### src/rtl/fetch_unit.sv
// Instruction fetch stage: PC-driven memory reads, prefetch FIFO toward decode, redirect flush.
// Optional build macro FETCH_PERF_EN adds the perf_fetched / perf_busy counters.
module fetch_unit #(
  parameter logic [31:0] start_addr = 32'h8002_0000,
  parameter int          FIFO_DEPTH = 4
) (
  input  logic        clock,
  input  logic        reset,
  input  logic        fetch_en,
  input  logic        redirect_valid,
  input  logic [31:0] redirect_pc,
  output logic [31:0] mem_address,
  output logic [1:0]  mem_access_size,
  output logic        mem_rw,
  output logic        mem_enable,
  input  logic        mem_busy,
  input  logic [31:0] mem_data_out,
  output logic        insn_valid,
  input  logic        insn_ready,
  output logic [31:0] insn_word,
  output logic [31:0] insn_pc
`ifdef FETCH_PERF_EN
  ,
  output logic [31:0] perf_fetched,
  output logic [31:0] perf_busy
`endif
);

  localparam int PTR_W = $clog2(FIFO_DEPTH);
  localparam int CNT_W = PTR_W + 1;
  localparam logic [CNT_W:0] DEPTH_C = (CNT_W + 1)'(FIFO_DEPTH);

  localparam logic [1:0] S_IDLE  = 2'd0;
  localparam logic [1:0] S_FETCH = 2'd1;
  localparam logic [1:0] S_FULL  = 2'd2;
  localparam logic [1:0] S_FLUSH = 2'd3;

  logic [1:0]       state_r;
  logic [1:0]       state_nxt_s;
  logic [31:0]      pc_r;
  logic             inflight_r;
  logic [31:0]      inflight_pc_r;
  logic [31:0]      fifo_word_r [FIFO_DEPTH];
  logic [31:0]      fifo_pc_r   [FIFO_DEPTH];
  logic [PTR_W-1:0] wr_ptr_r;
  logic [PTR_W-1:0] rd_ptr_r;
  logic [CNT_W-1:0] count_r;
  logic [CNT_W:0]   occupancy_s;
  logic             credit_s;
  logic             accept_s;
  logic             push_s;
  logic             pop_s;
  logic             unused_s;

  assign unused_s        = ^redirect_pc[1:0];
  assign mem_access_size = 2'b00;
  assign mem_rw          = 1'b0;
  assign mem_address     = pc_r;

  // Queued plus in-flight words must never exceed the buffer, so an issued word always has a slot.
  assign occupancy_s = {1'b0, count_r} + {{CNT_W{1'b0}}, inflight_r};
  assign credit_s    = (occupancy_s < DEPTH_C);
  assign mem_enable  = (state_r == S_FETCH) && credit_s && fetch_en && !redirect_valid;
  assign accept_s    = mem_enable && !mem_busy;
  assign insn_valid  = (count_r != {CNT_W{1'b0}});
  assign pop_s       = insn_valid && insn_ready;
  assign push_s      = inflight_r && !redirect_valid;

  // FIFO head presented to decode; zero while empty.
  always_comb begin
    insn_word = 32'h0000_0000;
    insn_pc   = 32'h0000_0000;
    if (insn_valid) begin
      insn_word = fifo_word_r[rd_ptr_r];
      insn_pc   = fifo_pc_r[rd_ptr_r];
    end else begin
      insn_word = 32'h0000_0000;
      insn_pc   = 32'h0000_0000;
    end
  end

  // Next-state logic; a redirect overrides every other transition.
  always_comb begin
    state_nxt_s = state_r;
    if (redirect_valid) begin
      state_nxt_s = S_FLUSH;
    end else begin
      case (state_r)
        S_IDLE:  state_nxt_s = fetch_en ? S_FETCH : S_IDLE;
        S_FETCH: begin
          if (!fetch_en)                state_nxt_s = S_IDLE;
          else if (!credit_s && !pop_s) state_nxt_s = S_FULL;
          else                          state_nxt_s = S_FETCH;
        end
        S_FULL: begin
          if (!fetch_en)               state_nxt_s = S_IDLE;
          else if (credit_s || pop_s)  state_nxt_s = S_FETCH;
          else                         state_nxt_s = S_FULL;
        end
        S_FLUSH: state_nxt_s = fetch_en ? S_FETCH : S_IDLE;
        default: state_nxt_s = S_IDLE;
      endcase
    end
  end

  // Control state: FSM, PC, in-flight tracking, FIFO pointers and count.
  always_ff @(posedge clock) begin
    if (reset) begin
      state_r       <= S_IDLE;
      pc_r          <= start_addr;
      inflight_r    <= 1'b0;
      inflight_pc_r <= 32'h0000_0000;
      wr_ptr_r      <= {PTR_W{1'b0}};
      rd_ptr_r      <= {PTR_W{1'b0}};
      count_r       <= {CNT_W{1'b0}};
    end else if (redirect_valid) begin
      // The head handshake of this cycle still completes; everything else is dropped.
      state_r    <= state_nxt_s;
      pc_r       <= {redirect_pc[31:2], 2'b00};
      inflight_r <= 1'b0;
      wr_ptr_r   <= {PTR_W{1'b0}};
      rd_ptr_r   <= {PTR_W{1'b0}};
      count_r    <= {CNT_W{1'b0}};
    end else begin
      state_r    <= state_nxt_s;
      inflight_r <= accept_s;
      if (accept_s) begin
        pc_r          <= pc_r + 32'd4;
        inflight_pc_r <= pc_r;
      end
      if (push_s) wr_ptr_r <= wr_ptr_r + {{(PTR_W-1){1'b0}}, 1'b1};
      if (pop_s)  rd_ptr_r <= rd_ptr_r + {{(PTR_W-1){1'b0}}, 1'b1};
      count_r <= count_r + {{(CNT_W-1){1'b0}}, push_s} - {{(CNT_W-1){1'b0}}, pop_s};
    end
  end

  // Buffer storage; contents are don't-care until the count covers them.
  always_ff @(posedge clock) begin
    if (push_s && !reset) begin
      fifo_word_r[wr_ptr_r] <= mem_data_out;
      fifo_pc_r[wr_ptr_r]   <= inflight_pc_r;
    end
  end

`ifdef FETCH_PERF_EN
  // Perf counters survive redirects; only reset clears them.
  always_ff @(posedge clock) begin
    if (reset) begin
      perf_fetched <= 32'd0;
      perf_busy    <= 32'd0;
    end else begin
      if (pop_s)                  perf_fetched <= perf_fetched + 32'd1;
      if (mem_enable && mem_busy) perf_busy    <= perf_busy + 32'd1;
    end
  end
`endif

endmodule

### config.mk
export PLATFORM = sky130hd
export DESIGN_NAME = fetch_unit
export DESIGN_NICKNAME = d
export VERILOG_FILES = /design/src/rtl/fetch_unit.sv
export SDC_FILE = /design/constraint.sdc
export NUM_CORES = 1
export LEC_CHECK = 0
export ABC_AREA = 1
export BUFFER_PORTS_ARGS = -buffer_cell sky130_fd_sc_hd__buf_2
export CELL_PAD_IN_SITES_DETAIL_PLACEMENT = 0
export CELL_PAD_IN_SITES_GLOBAL_PLACEMENT = 1
export CORE_ASPECT_RATIO = 0.9
export CORE_MARGIN = 2
export CORE_UTILIZATION = 25
export DETAILED_ROUTE_END_ITERATION = 6
export PLACE_DENSITY = 0.47
export SYNTH_ARGS = -nofsm -noshare
export SYNTH_HDL_FRONTEND = slang
export SYNTH_SLANG_ARGS = --single-unit
export TNS_END_PERCENT = 100
### constraint.sdc
create_clock -name clock -period 10.05 [get_ports clock]
set_clock_uncertainty 0.05 [all_clocks]
set_input_delay 1.005 -clock clock [delete_from_list [all_inputs] [get_ports clock]]
set_output_delay 1.005 -clock clock [all_outputs]
set_load 0.03 [all_outputs]
# [After elaboration in Yosys (flattened, before gate mapping)]
# Memory sizes are Yosys's and may differ from the RTL's. A register that Yosys moved wholly into a read port is not among the register bits.
# Cells that the tools add are included.
[totals] reg_bits=74 ram_bits=256 in_bits=70 wordCells=58 memories=2
[mem_list] memory="fifo_pc_r" depth=4 word_bits=32 read_ports=1 rd_clocked_by_memory_dff=1 write_ports=1 line_no="44" source="logic [31:0] fifo_pc_r [FIFO_DEPTH];"
[mem_list] memory="fifo_word_r" depth=4 word_bits=32 read_ports=1 rd_clocked_by_memory_dff=1 write_ports=1 line_no="43" source="logic [31:0] fifo_word_r [FIFO_DEPTH];"
[classes] addsub=6 magnitude_cmp=1 eq_ne=3 n_mux=17 n_bitwise=1 n_reduce_logical=20
[ops] cell="32-bit 2-to-1 mux" count=4
[ops] cell="32-bit by 3-bit adder with 32-bit output (second input constant)" count=1
[ops] cell="2-bit 2-to-1 mux" count=9
[ops] cell="1-bit logical AND" count=8
[ops] cell="2-bit one-hot mux with 3 select lines" count=1
[ops] cell="1-bit logical NOT" count=5
[ops] cell="2-bit by 1-bit adder with 2-bit output (second input constant)" count=2
[ops] cell="3-bit by 1-bit adder with 4-bit output" count=1
[ops] cell="2-bit == test (second input constant)" count=2
[ops] cell="4-bit by 3-bit less-than comparator with 1-bit output (second input constant)" count=1
[ops] cell="2-bit OR reduction" count=2
[ops] cell="3-bit by 1-bit adder with 3-bit output" count=1
[ops] cell="1-bit 2-to-1 mux" count=3
[ops] cell="3-bit nonzero test" count=1
[ops] cell="3-bit by 1-bit subtractor with 3-bit output" count=1
[ops] cell="2-bit by 1-bit == test with 1-bit output (second input constant)" count=1
[ops] cell="2-bit logical NOT" count=1
[ops] cell="2-bit AND reduction" count=1
[ops] cell="2-bit nonzero test" count=1
[ops] cell="1-bit logical OR" count=1
[ops] cell="1-bit inverter" count=1

# [Depth between registers and ports, before layout]
# Gate-level depths: netlist of run 1.
[logic_depth] ltp_word=8 ltp_mapped=12 mapped_depth_nobuf=12

# [Least setup slack after synthesis of run 1]
# No wires, ideal clock.
[synth_path] kind="input to register" from="input reset" to="memory fifo_pc_r[0][10] (enable)" setup_time_ps=482 t_arrival_ps=4138 required_ps=9518 path_slack_ps=5380 stages=4 path_buffers=1 path_cell_list="clkbuf_1 -> nor2_1 -> nand2_1 -> nor2_1"
[synth_between] elab_chain_len=4
[synth_rtl] item="start, declared" line_no="8" source="input logic reset,"
[synth_rtl] item="1-bit logical NOT" line_no="139" source="if (push_s && !reset) begin"
[synth_rtl] item="1-bit logical AND" line_no="139"
[synth_rtl] item="1-bit 2-to-1 mux" line_no="139"
[synth_rtl] item="1-bit 2-to-1 mux (not written as such)" line_no="141" source="fifo_pc_r[wr_ptr_r] <= inflight_pc_r;"
[synth_rtl] item="end, declared" line_no="44"
# Every way passes these cells.

==> results.yml, run 1 <==
run_status:
  status: "finished clean"
route:
  vias: 9465
  dr.pass1.iters: 4
  ant_nets: 0
  viasPerCell: 4.30
  drt-total-wl_um: 38400
  drtIter0Drc: 343
  drcViolationCount: 0
  routedWlPerCell_um: 17.4
logic_synthesis:
  yosysSeqAreaShare: 0.657
  async_reset_ff_frac: 0
  synth_compound_area_frac: 0.102
  synth-edff-count: 248
  yosysUniqueCellTypes: 35
  ys_seq_elements: 320
  synth.mux.area_fraction: 0
  syn_area_um2: 13500
  syn_inst: 1337
  synth_adder_area_share: 0.0117
  yosys_warnings: 0
  yosys.area_share.simple: 0.173
  postSynthAreaPerCell_um2: 10.1
  synth_xor_area_frac: 0.00842
  synthFlopType: "edfxtp_1"
  synth_top_family_by_area: "simple AND/OR/NAND/NOR gates"
timing:
  finalHoldViolCount: 0
  fin_setup_tns_ns: 0
  slew_viol_final: 0
  fin_crit_ns: 4.29
  fmax_mhz: 233
  rsz0062_at_grt: "false"
  timing.hold.ws_ns: 0.417
  slew-limit-headroom: 0.325
  tightest_slew_ns: 1.01
  setup_slack_ns: 5.76
  fin_crit_sh: 0.426
  final-setup-viol-count: 0
grt:
  grt_max_degree: 89
  gr-total-overflow: 0
  grt_pass1_vias: 9423
  antenna_found_initial: 0
  grt_pass1_wl_um: 58600
  grt_use_total: 0.138
pwr:
  power_frac_seq: 0.510
  switching_share: 0.216
  power_mw: 2.84
  power.leakage_nw: 5.84
  p_clk_frac: 0.454
  internal_power_mw: 2.22
  p_per_area_nw_per_um2: 176
  vdd_ir_drop_max_uv: 74.0
  p_sw_mw: 0.613
  combPwrFrac: 0.036
cells_and_area:
  final_common_cell: "nor2_1"
  num_antenna_cells: 0
  final_cell_mix: "nor2_1, edfxtp_1, nand2_1, buf_2, o21ai_0"
  drive_gt1_frac: 0.168
  syn2layout_area_growth_pct: 19.1
  final_nets: 1561
  fin_cells: 2203
  stdcell_area_um2: 16100
  utilization: 0.302
  fillers: 5635
cts:
  hold_buffers: 0
  clock_latency_ns: 0.53
  cts_setup_buffers: 0
  cts_tree: "done"
  cts_made_buffers: 38
  root_buffer: "clkbuf_16"
  cts_sinks: 320
  htree_levels: 2
  clockBufferDepth: 3
  path_clk_slew_ns: 0.05
  ctsResizeCount: 0
critical_path:
  critPathArrivalTime_ns: 3.23
  critical_path_buf_inv_count: 3
  worstPathRequired_ns: 9.00
  start_kind: "flop"
  cp_cell_sequence: "clkinv_2 -> buf_4 -> o21ai_0 -> a21oi_1 -> buf_2"
  cp-end-kind: "output pin"
  crit_family: "buffers and inverters"
  critical_path_class: "flop to output pin"
  reg2reg_slack_ns: 7.13
  slowest_delay_ns: 0.77
  critPathMaxFanout: 88
  slowest_stage: "dfxtp_4"
placement:
  dp_cells: 2136
  pre_cts_ws_ns: 6.07
  place_congestion: 0.778
  port_buffers: 161
  dp_hpwl_um: 22300
  dpl-instance-area_um2: 14900
floorplan:
  num_rows: 80
  dieWidth_um: 249
  core_um2: 53300
  die_area_um2: 56000
  die_height_um: 225
  start_util: 0.254
  num_io_pins: 171
run:
  max_cap_violations: 0
min_path:
  hp-class: "flop to flop"
[tightest hold or removal path: stages (launching register included)]
cell	delay, ns
dfxtp_1	0.30
inv_1	0.06
a21oi_1	0.07
[power by group through the flow]
stage          clock [mW]  combinational, mW  sequential [mW]
2_1_floorplan           0             0.0529             1.48
3_3_place_gp            0              0.104             1.47
3_5_place_dp            0              0.105             1.47
4_1_cts              1.34              0.105             1.45
5_1_grt              1.39              0.115             1.45
6_report             1.29              0.103             1.45
[kinds of logic (layout without fill, tap and decap cells)]
group           count (synthesis)  after routing
buf+inv                       136            299
compound gates                274            274
simple gates                  581            581
flops                         320            320
other cells                     1              7
xor+xnor                       13             13
fa+ha+maj                      12             12
[final cells by class]
class                           instances  area (um^2)  area share
Sequential cell                       320         8890       0.552
Clock buffer                           54         1070      0.0666
Timing Repair Buffer                  172          888      0.0552
Inverter                               60          235      0.0146
Clock inverter                         13         91.3     0.00567
Multi-Input combinational cell        887         4050       0.252
Tap cell                              697          872      0.0541
[synth_stat cells, types with 4 or more instances]
library cell,number,area (um^2)
a21oi_1,117,586
buf_2,11,55.1
o21ai_1,5,25.0
clkbuf_1,46,173
ha_1,11,138
inv_1,52,195
nor2_2,8,50.1
xnor2_1,4,35.0
buf_4,8,60.1
edfxtp_1,248,7450
nand3b_1,10,75.1
nand4_1,4,25.0
nor2_1,302,1130
inv_2,6,22.5
buf_6,10,113
nand2_1,222,833
xor2_1,9,78.8
dfxtp_1,72,1440
nand3_1,26,130
o21ai_0,146,731
[per-layer routing]
metal	share of wire	track usage	wire (um)	vias up
li1	-	-	-	4802
met1	0.48	0.187	18600	4447
met2	0.46	0.224	17500	172
met3	0.041	0.0277	1570	44
met4	0.017	0.0377	664	0
met5	0	0	0	-
[path summary, 6_finish.rpt]
kind / depth (start not counted) / start / to
worst min register to register: 2 / rd_ptr_r[1] / flop
worst max register to register: 11 / count_r[1] / count_r[2]
worst min-delay path: 2 / rd_ptr_r[1] / flop
worst max-delay path: 5 / flop / insn_word[23]
[sequential cells by signal, summed over array words and instances, names as in the netlist, named ones only]
name	count
inflight_r	1
state_r	2
fifo_word_r	128
inflight_pc_r	30
mem_address	30
wr_ptr_r	2
rd_ptr_r	2
count_r	3
fifo_pc_r	120
No activity file was read; power rests on OpenSTA's default activity.
==> run 2: changes to the inputs <==
==> constraint.sdc (replaced) <==
create_clock -name clock -period 4.2 [get_ports clock]
set_clock_uncertainty 0.05 [all_clocks]
set_input_delay 0.42 -clock clock [delete_from_list [all_inputs] [get_ports clock]]
set_output_delay 0.42 -clock clock [all_outputs]
set_load 0.03 [all_outputs]
==> run 2 against run 1 <==
Effect of this change: highest routed layer unchanged; worst hold slack worse by 0.39 ns; setup slack worse by 4.7 ns; largest cell class unchanged; flip-flop and latch count unchanged; cell count up 0.36%; die area unchanged; design area up 1.3%; largest power group unchanged; core utilization up 0.38 points.
==> results.yml, run 2 (same netlist as run 1, synthesis figures left out) <==
critical_path:
  critical_path_class: "flop to output pin"
  cp_cell_sequence: "clkinv_2 -> buf_4 -> o21ai_0 -> a21oi_1 -> buf_2"
  critical_path_buf_inv_count: 3
  cp-endpoint: "insn_pc[8]"
  slowest_delay_ns: 0.67
  reg2reg_slack_ns: 2.07
  cp.depth: 5
  r2r_start: "count_r[1]"
  cp-end-kind: "output pin"
  start_kind: "flop"
  crit_family: "buffers and inverters"
  worstPathRequired_ns: 3.73
  r2r_cells: 9
  critPathMaxFanout: 88
  slowest_stage: "buf_4"
  critPathArrivalTime_ns: 2.68
  worstReg2RegEnd: "mem_address[2]"
cells_and_area:
  largest_register: "fifo_word_r"
  regArea_um2: 8890
  largest_reg_flops: 128
  top_regs: "fifo_word_r (128), fifo_pc_r (120)"
  final_cell_mix: "nor2_1, edfxtp_1, nand2_1, buf_2, o21ai_0"
  final_nets: 1567
  final_common_cell: "nor2_1"
  syn2layout_area_growth_pct: 20.6
  fillers: 5572
  num_antenna_cells: 0
  multi_input_area_um2: 4050
  drive_gt1_frac: 0.170
cts:
  cts_tree: "done"
  cts_sinks: 320
  cts_setup_buffers: 0
  clock_latency_ns: 0.55
  path_clk_slew_ns: 0.06
  cts_made_buffers: 38
  htree_levels: 2
  clockBufferDepth: 3
  root_buffer: "clkbuf_16"
grt:
  antenna_found_initial: 0
  grt_use_met3: 0.0246
  grt_pass1_wl_um: 58500
  met2_usage: 0.218
  gr-total-overflow: 0
  top_usage_layer: "met2"
  met1_usage: 0.190
  grt_max_degree: 89
  grt_use_total: 0.138
  grt_pass1_vias: 9445
pwr:
  power_mw: 7.03
  power.leakage_nw: 5.92
  vdd_ir_drop_max_uv: 227
  p_per_area_nw_per_um2: 431
placement:
  port_buffers: 161
  place_congestion: 0.768
  dp_hpwl_um: 23100
run:
  max_cap_violations: 0
run_status:
  status: "finished clean"
timing:
  fin_setup_tns_ns: 0
  rsz0062_at_grt: "false"
  fin_crit_ns: 3.15
  slew-limit-headroom: 0.376
  final-setup-viol-count: 0
  timing.hold.ws_ns: 0.0314
  fin_crit_sh: 0.749
  finalHoldViolCount: 0
  tightest_slew_ns: 0.936
  fmax_mhz: 318
  slew_viol_final: 0
floorplan:
  core_um2: 53300
  die_area_um2: 56000
  num_io_pins: 171
  num_rows: 80
  start_util: 0.254
  die_height_um: 225
  dieWidth_um: 249
route:
  drt-total-wl_um: 38700
  drcViolationCount: 0
  routedWlPerCell_um: 17.5
  vias: 9474
  ant_nets: 0
  viasPerCell: 4.28
  drtIter0Drc: 400
  dr.pass1.iters: 5
min_path:
  hp-class: "primary input to flop"
[run 2: cell count changes in the layout (fill, tap and decap cells not counted)]
cell,previous run,this run
dlygate4sd3_1,0,2
clkinvlp_4,2,1
bufinv_16,1,5
clkbuf_1,11,8
buf_4,11,10
clkinv_2,5,6
clkbuf_8,4,0
clkinv_8,0,2
inv_6,2,1
buf_12,0,5
clkinv_1,6,10
[run 2: worst min path at each step]
stage	start	to	slack, ns	depth (start not counted)
floorplan	rd_ptr_r[1]	flop	0.39	2
global placement	rd_ptr_r[0]	rd_ptr_r[0]	0.43	2
detailed placement	rd_ptr_r[0]	flop	0.44	2
CTS	mem_data_out[25]	fifo_word_r[1][25]	0.0006	1
global route	mem_data_out[30]	fifo_word_r[2][30]	0.01	1
finish	mem_data_out[25]	fifo_word_r[1][25]	0.03	1
[run 2: area by class of cell]
cell class,count,area share
Tap cell,697,0.0535
Clock buffer,47,0.0617
Sequential cell,320,0.545
Multi-Input combinational cell,887,0.249
Inverter,60,0.0144
Timing Repair Buffer,178,0.0614
Clock inverter,22,0.0152
[run 2: what timing repair did]
| action | 4_1_cts | 5_1_grt |
|---|---|---|
| endpoints found under the hold margin | 7 | 0 |
| gates resized for setup | 0 | 0 |
| endpoints found under the setup margin | 0 | 0 |
| hold buffers | 2 | 0 |
[run 2: power breakdown]
group | total (mW) | switching, mW | internal [mW]
clock network | 3.32 | 1.31 | 2.01
logic | 0.252 | 0.175 | 0.0776
registers | 3.46 | 0.0467 | 3.41
[run 2: per-layer routing]
layer	wire length, um	vias up
met4	953	0
met2	17300	161
met1	19100	4446
met5	0	-
met3	1430	56
li1	-	4811
[run 2: per-stage QoR]
stage | setup slack, ns | util | std cells | instance area (um^2)
floorplan | 0.115 | - | 1343 | 13500
CTS | 0.961 | 0.306 | 2211 | 16300
detailed placement | 1.35 | 0.282 | 2140 | 15000
finish | 1.05 | 0.306 | 2211 | 16300
global placement | 1.37 | 0.282 | 2140 | 15000
global route | 0.871 | 0.306 | 2211 | 16300
==> run 3: changes to the inputs <==
--- a/config.mk
+++ b/config.mk
@@ -5,7 +5,7 @@
 export SDC_FILE = /design/constraint.sdc
 export NUM_CORES = 1
 export LEC_CHECK = 0
-export ABC_AREA = 1
+export ABC_AREA = 0
 export BUFFER_PORTS_ARGS = -buffer_cell sky130_fd_sc_hd__buf_2
 export CELL_PAD_IN_SITES_DETAIL_PLACEMENT = 0
 export CELL_PAD_IN_SITES_GLOBAL_PLACEMENT = 1
@@ -13,7 +13,7 @@
 export CORE_MARGIN = 2
 export CORE_UTILIZATION = 25
 export DETAILED_ROUTE_END_ITERATION = 6
-export PLACE_DENSITY = 0.47
+export PLACE_DENSITY = 0.46
 export SYNTH_ARGS = -nofsm -noshare
 export SYNTH_HDL_FRONTEND = slang
 export SYNTH_SLANG_ARGS = --single-unit
==> constraint.sdc (replaced) <==
create_clock -name clock -period 2.8 [get_ports clock]
set_clock_uncertainty 0.05 [all_clocks]
set_input_delay 0.28 -clock clock [delete_from_list [all_inputs] [get_ports clock]]
set_output_delay 0.28 -clock clock [all_outputs]
set_load 0.03 [all_outputs]
==> run 3 against run 2 <==
Effect of this change: cell count decreased by 20%; wire length decreased by 14%; setup slack got worse by 0.79 ns; die area decreased by 4.6%; largest cell class unchanged; design area increased by 1.6%; sequential power increased by 50%; power increased by 50%; non-clock buffer count increased by 73; worst hold slack got worse by 0.0098 ns; via count decreased by 19%; global-route usage decreased by 1.3 points.
==> results.yml, run 3 <==
floorplan:
  core_um2: 50700
  num_io_pins: 171
  dieWidth_um: 243
  start_util: 0.255
  num_rows: 78
  die_area_um2: 53400
  die_height_um: 219
min_path:
  hold_path_end: "mem_address[24]"
  hp-class: "primary input to flop"
  hp-start: "redirect_pc[24]"
  holdPathStages: 3
timing:
  slew_viol_final: 0
  fin_crit_sh: 0.905
  tightest_slew_ns: 0.631
  rsz0062_at_grt: "false"
  finalHoldViolCount: 0
  fin_setup_tns_ns: 0
  final-setup-viol-count: 0
  fmax_mhz: 395
  slew-limit-headroom: 0.576
  fin_crit_ns: 2.53
cts:
  clockBufferDepth: 3
  path_clk_slew_ns: 0.06
  root_buffer: "clkbuf_16"
  cts_sinks: 320
  cts_tree: "done"
  cts_made_buffers: 37
  clock_latency_ns: 0.55
  htree_levels: 2
route:
  drtIter0Drc: 388
  ant_nets: 0
  drcViolationCount: 0
  drt-total-wl_um: 33100
  vias: 7721
  routedWlPerCell_um: 18.6
  dr.pass1.iters: 4
  viasPerCell: 4.34
cells_and_area:
  largest_reg_flops: 128
  syn2layout_area_growth_pct: 28.5
  largest_register: "fifo_word_r"
  final_cell_mix: "edfxtp_1, buf_2, nand2_1, dfxtp_1, and2_1"
  fillers: 5009
  num_antenna_cells: 0
  utilization: 0.327
  final_nets: 1150
  final_common_cell: "edfxtp_1"
  top_regs: "fifo_word_r (128), fifo_pc_r (120)"
  drive_gt1_frac: 0.304
logic_synthesis:
  async_reset_ff_frac: 0
  synth_xor_area_frac: 0.0143
  synth-edff-count: 248
  syn_area_um2: 12900
  synth.most_common_cell: "edfxtp_1"
  synth_compound_area_frac: 0.0375
  synth_area_leaders: "edfxtp_1, dfxtp_1, mux4_2, and2_1, nand2_1"
  synthFlopType: "edfxtp_1"
  yosys.area_share.simple: 0.111
  syn_inst: 829
  synth_area_leader_cell: "edfxtp_1"
  postSynthAreaPerCell_um2: 15.6
  synth_top_family_by_area: "multiplexers"
  yosysUniqueCellTypes: 53
  ys_seq_elements: 320
  synth.mux.area_fraction: 0.112
  yosys-top-cells-count: "edfxtp_1, nand2_1, dfxtp_1"
  synth_adder_area_share: 0.0122
  synth_top_area_share: 0.578
  yosysSeqAreaShare: 0.689
  yosys_warnings: 0
grt:
  grt_pass1_vias: 7983
  grt_pass1_wl_um: 50300
  antenna_found_initial: 0
  grt_max_degree: 65
  grt_use_total: 0.125
  gr-total-overflow: 0
critical_path:
  r2r_start: "count_r[2]"
  r2r_cells: 9
  critPathArrivalTime_ns: 2.20
  start_kind: "flop"
  reg2reg_slack_ns: 0.50
  worstPathRequired_ns: 2.47
  critical_path_class: "flop to output pin"
  slowest_delay_ns: 0.66
  cp-end-kind: "output pin"
  slowest_stage: "dfxtp_4"
  critPathMaxFanout: 25
  worstReg2RegEnd: "count_r[2]"
  cp_cell_sequence: "buf_4 -> mux4_2 -> and2_1 -> buf_2"
run:
  max_cap_violations: 0
pwr:
  power.leakage_nw: 5.69
  vdd_ir_drop_max_uv: 302
  p_per_area_nw_per_um2: 635
run_status:
  status: "finished clean"
placement:
  port_buffers: 161
  place_congestion: 0.711
  dp_hpwl_um: 21100
==> run 3: final cells by class <==
| cell class | instances | area, um^2 | share of cell area |
|---|---|---|---|
| repair buffers | 251 | 1780 | 0.108 |
| flip-flops and latches | 320 | 8900 | 0.537 |
| well taps | 680 | 851 | 0.0514 |
| clock buffers | 46 | 1020 | 0.0617 |
| inverters | 12 | 45.0 | 0.00272 |
| clock inverters | 22 | 210 | 0.0127 |
| multi-input cells | 446 | 3760 | 0.227 |
==> run 3: per-stage QoR <==
step / area, um^2 / power [mW] / cells / setup slack (ns) / hold slack, ns
final: 16600 / 10.5 / 1777 / 0.266 / 0.0215
after global routing: 16600 / 10.9 / 1777 / 0.122 / 0.0362
after floorplan: 12900 / 5.49 / 835 / 0.480 / 0.329
after global placement: 14800 / 5.68 / 1652 / 0.461 / 0.435
after detailed placement: 14800 / 5.68 / 1652 / 0.464 / 0.442
after CTS: 16600 / 10.7 / 1777 / 0.144 / 0.00480
==> run 3: layer usage <==
layer	GRT usage	up-vias	share of wire
met5	0	-	0
met4	0.0434	0	0.023
met3	0.0274	49	0.048
met2	0.189	188	0.44
met1	0.175	3850	0.49
li1	-	3634	-
==> run 3: cells by family (layout without fill, tap and decap cells) <==
| kind of cell | Yosys count | in the layout |
|---|---|---|
| multiplexers | 66 | 66 |
| AND/OR/NAND/NOR | 265 | 265 |
| buffers and inverters | 69 | 331 |
| AO/OA/AOI/OAI | 75 | 75 |
| XOR/XNOR | 21 | 21 |
| adder cells (fa/ha/maj) | 12 | 12 |
| other | 1 | 7 |
| flip-flops | 320 | 320 |
==> run 3: worst max-delay path: cells and delay by family (launching register included) <==
| kind | cells | cell delay (ns) |
|---|---|---|
| muxes | 1 | 0.36 |
| and+or+nand+nor | 1 | 0.19 |
| DFF | 1 | 0.66 |
| buffers and inverters | 2 | 0.45 |
==> run 3: what timing repair did <==
item,4_1_cts,5_1_grt
buffers inserted,1,0
endpoints found under the hold margin,152,0
setup endpoints to repair,1,0
gates resized for setup,0,0
hold buffers,56,0
==> run 3: worst max-delay path by stage <==
stage | slack [ns] | endpoint | depth (start not counted) | start
6_report | 0.27 | insn_pc[19] | 4 | flop
5_1_grt | 0.12 | insn_pc[16] | 4 | count_r[2]
4_1_cts | 0.14 | insn_pc[7] | 4 | flop
3_5_place_dp | 0.46 | mem_address[18] | 6 | count_r[2]
3_3_place_gp | 0.46 | count_r[2] | 9 | count_r[2]
2_1_floorplan | 0.48 | mem_enable | 6 | count_r[2]
==> run 3: report_power, final <==
part           switching (mW)  internal [mW]
logic                   0.268          0.183
registers              0.0641           5.12
clock network            1.92           2.96
total                    2.26           8.26
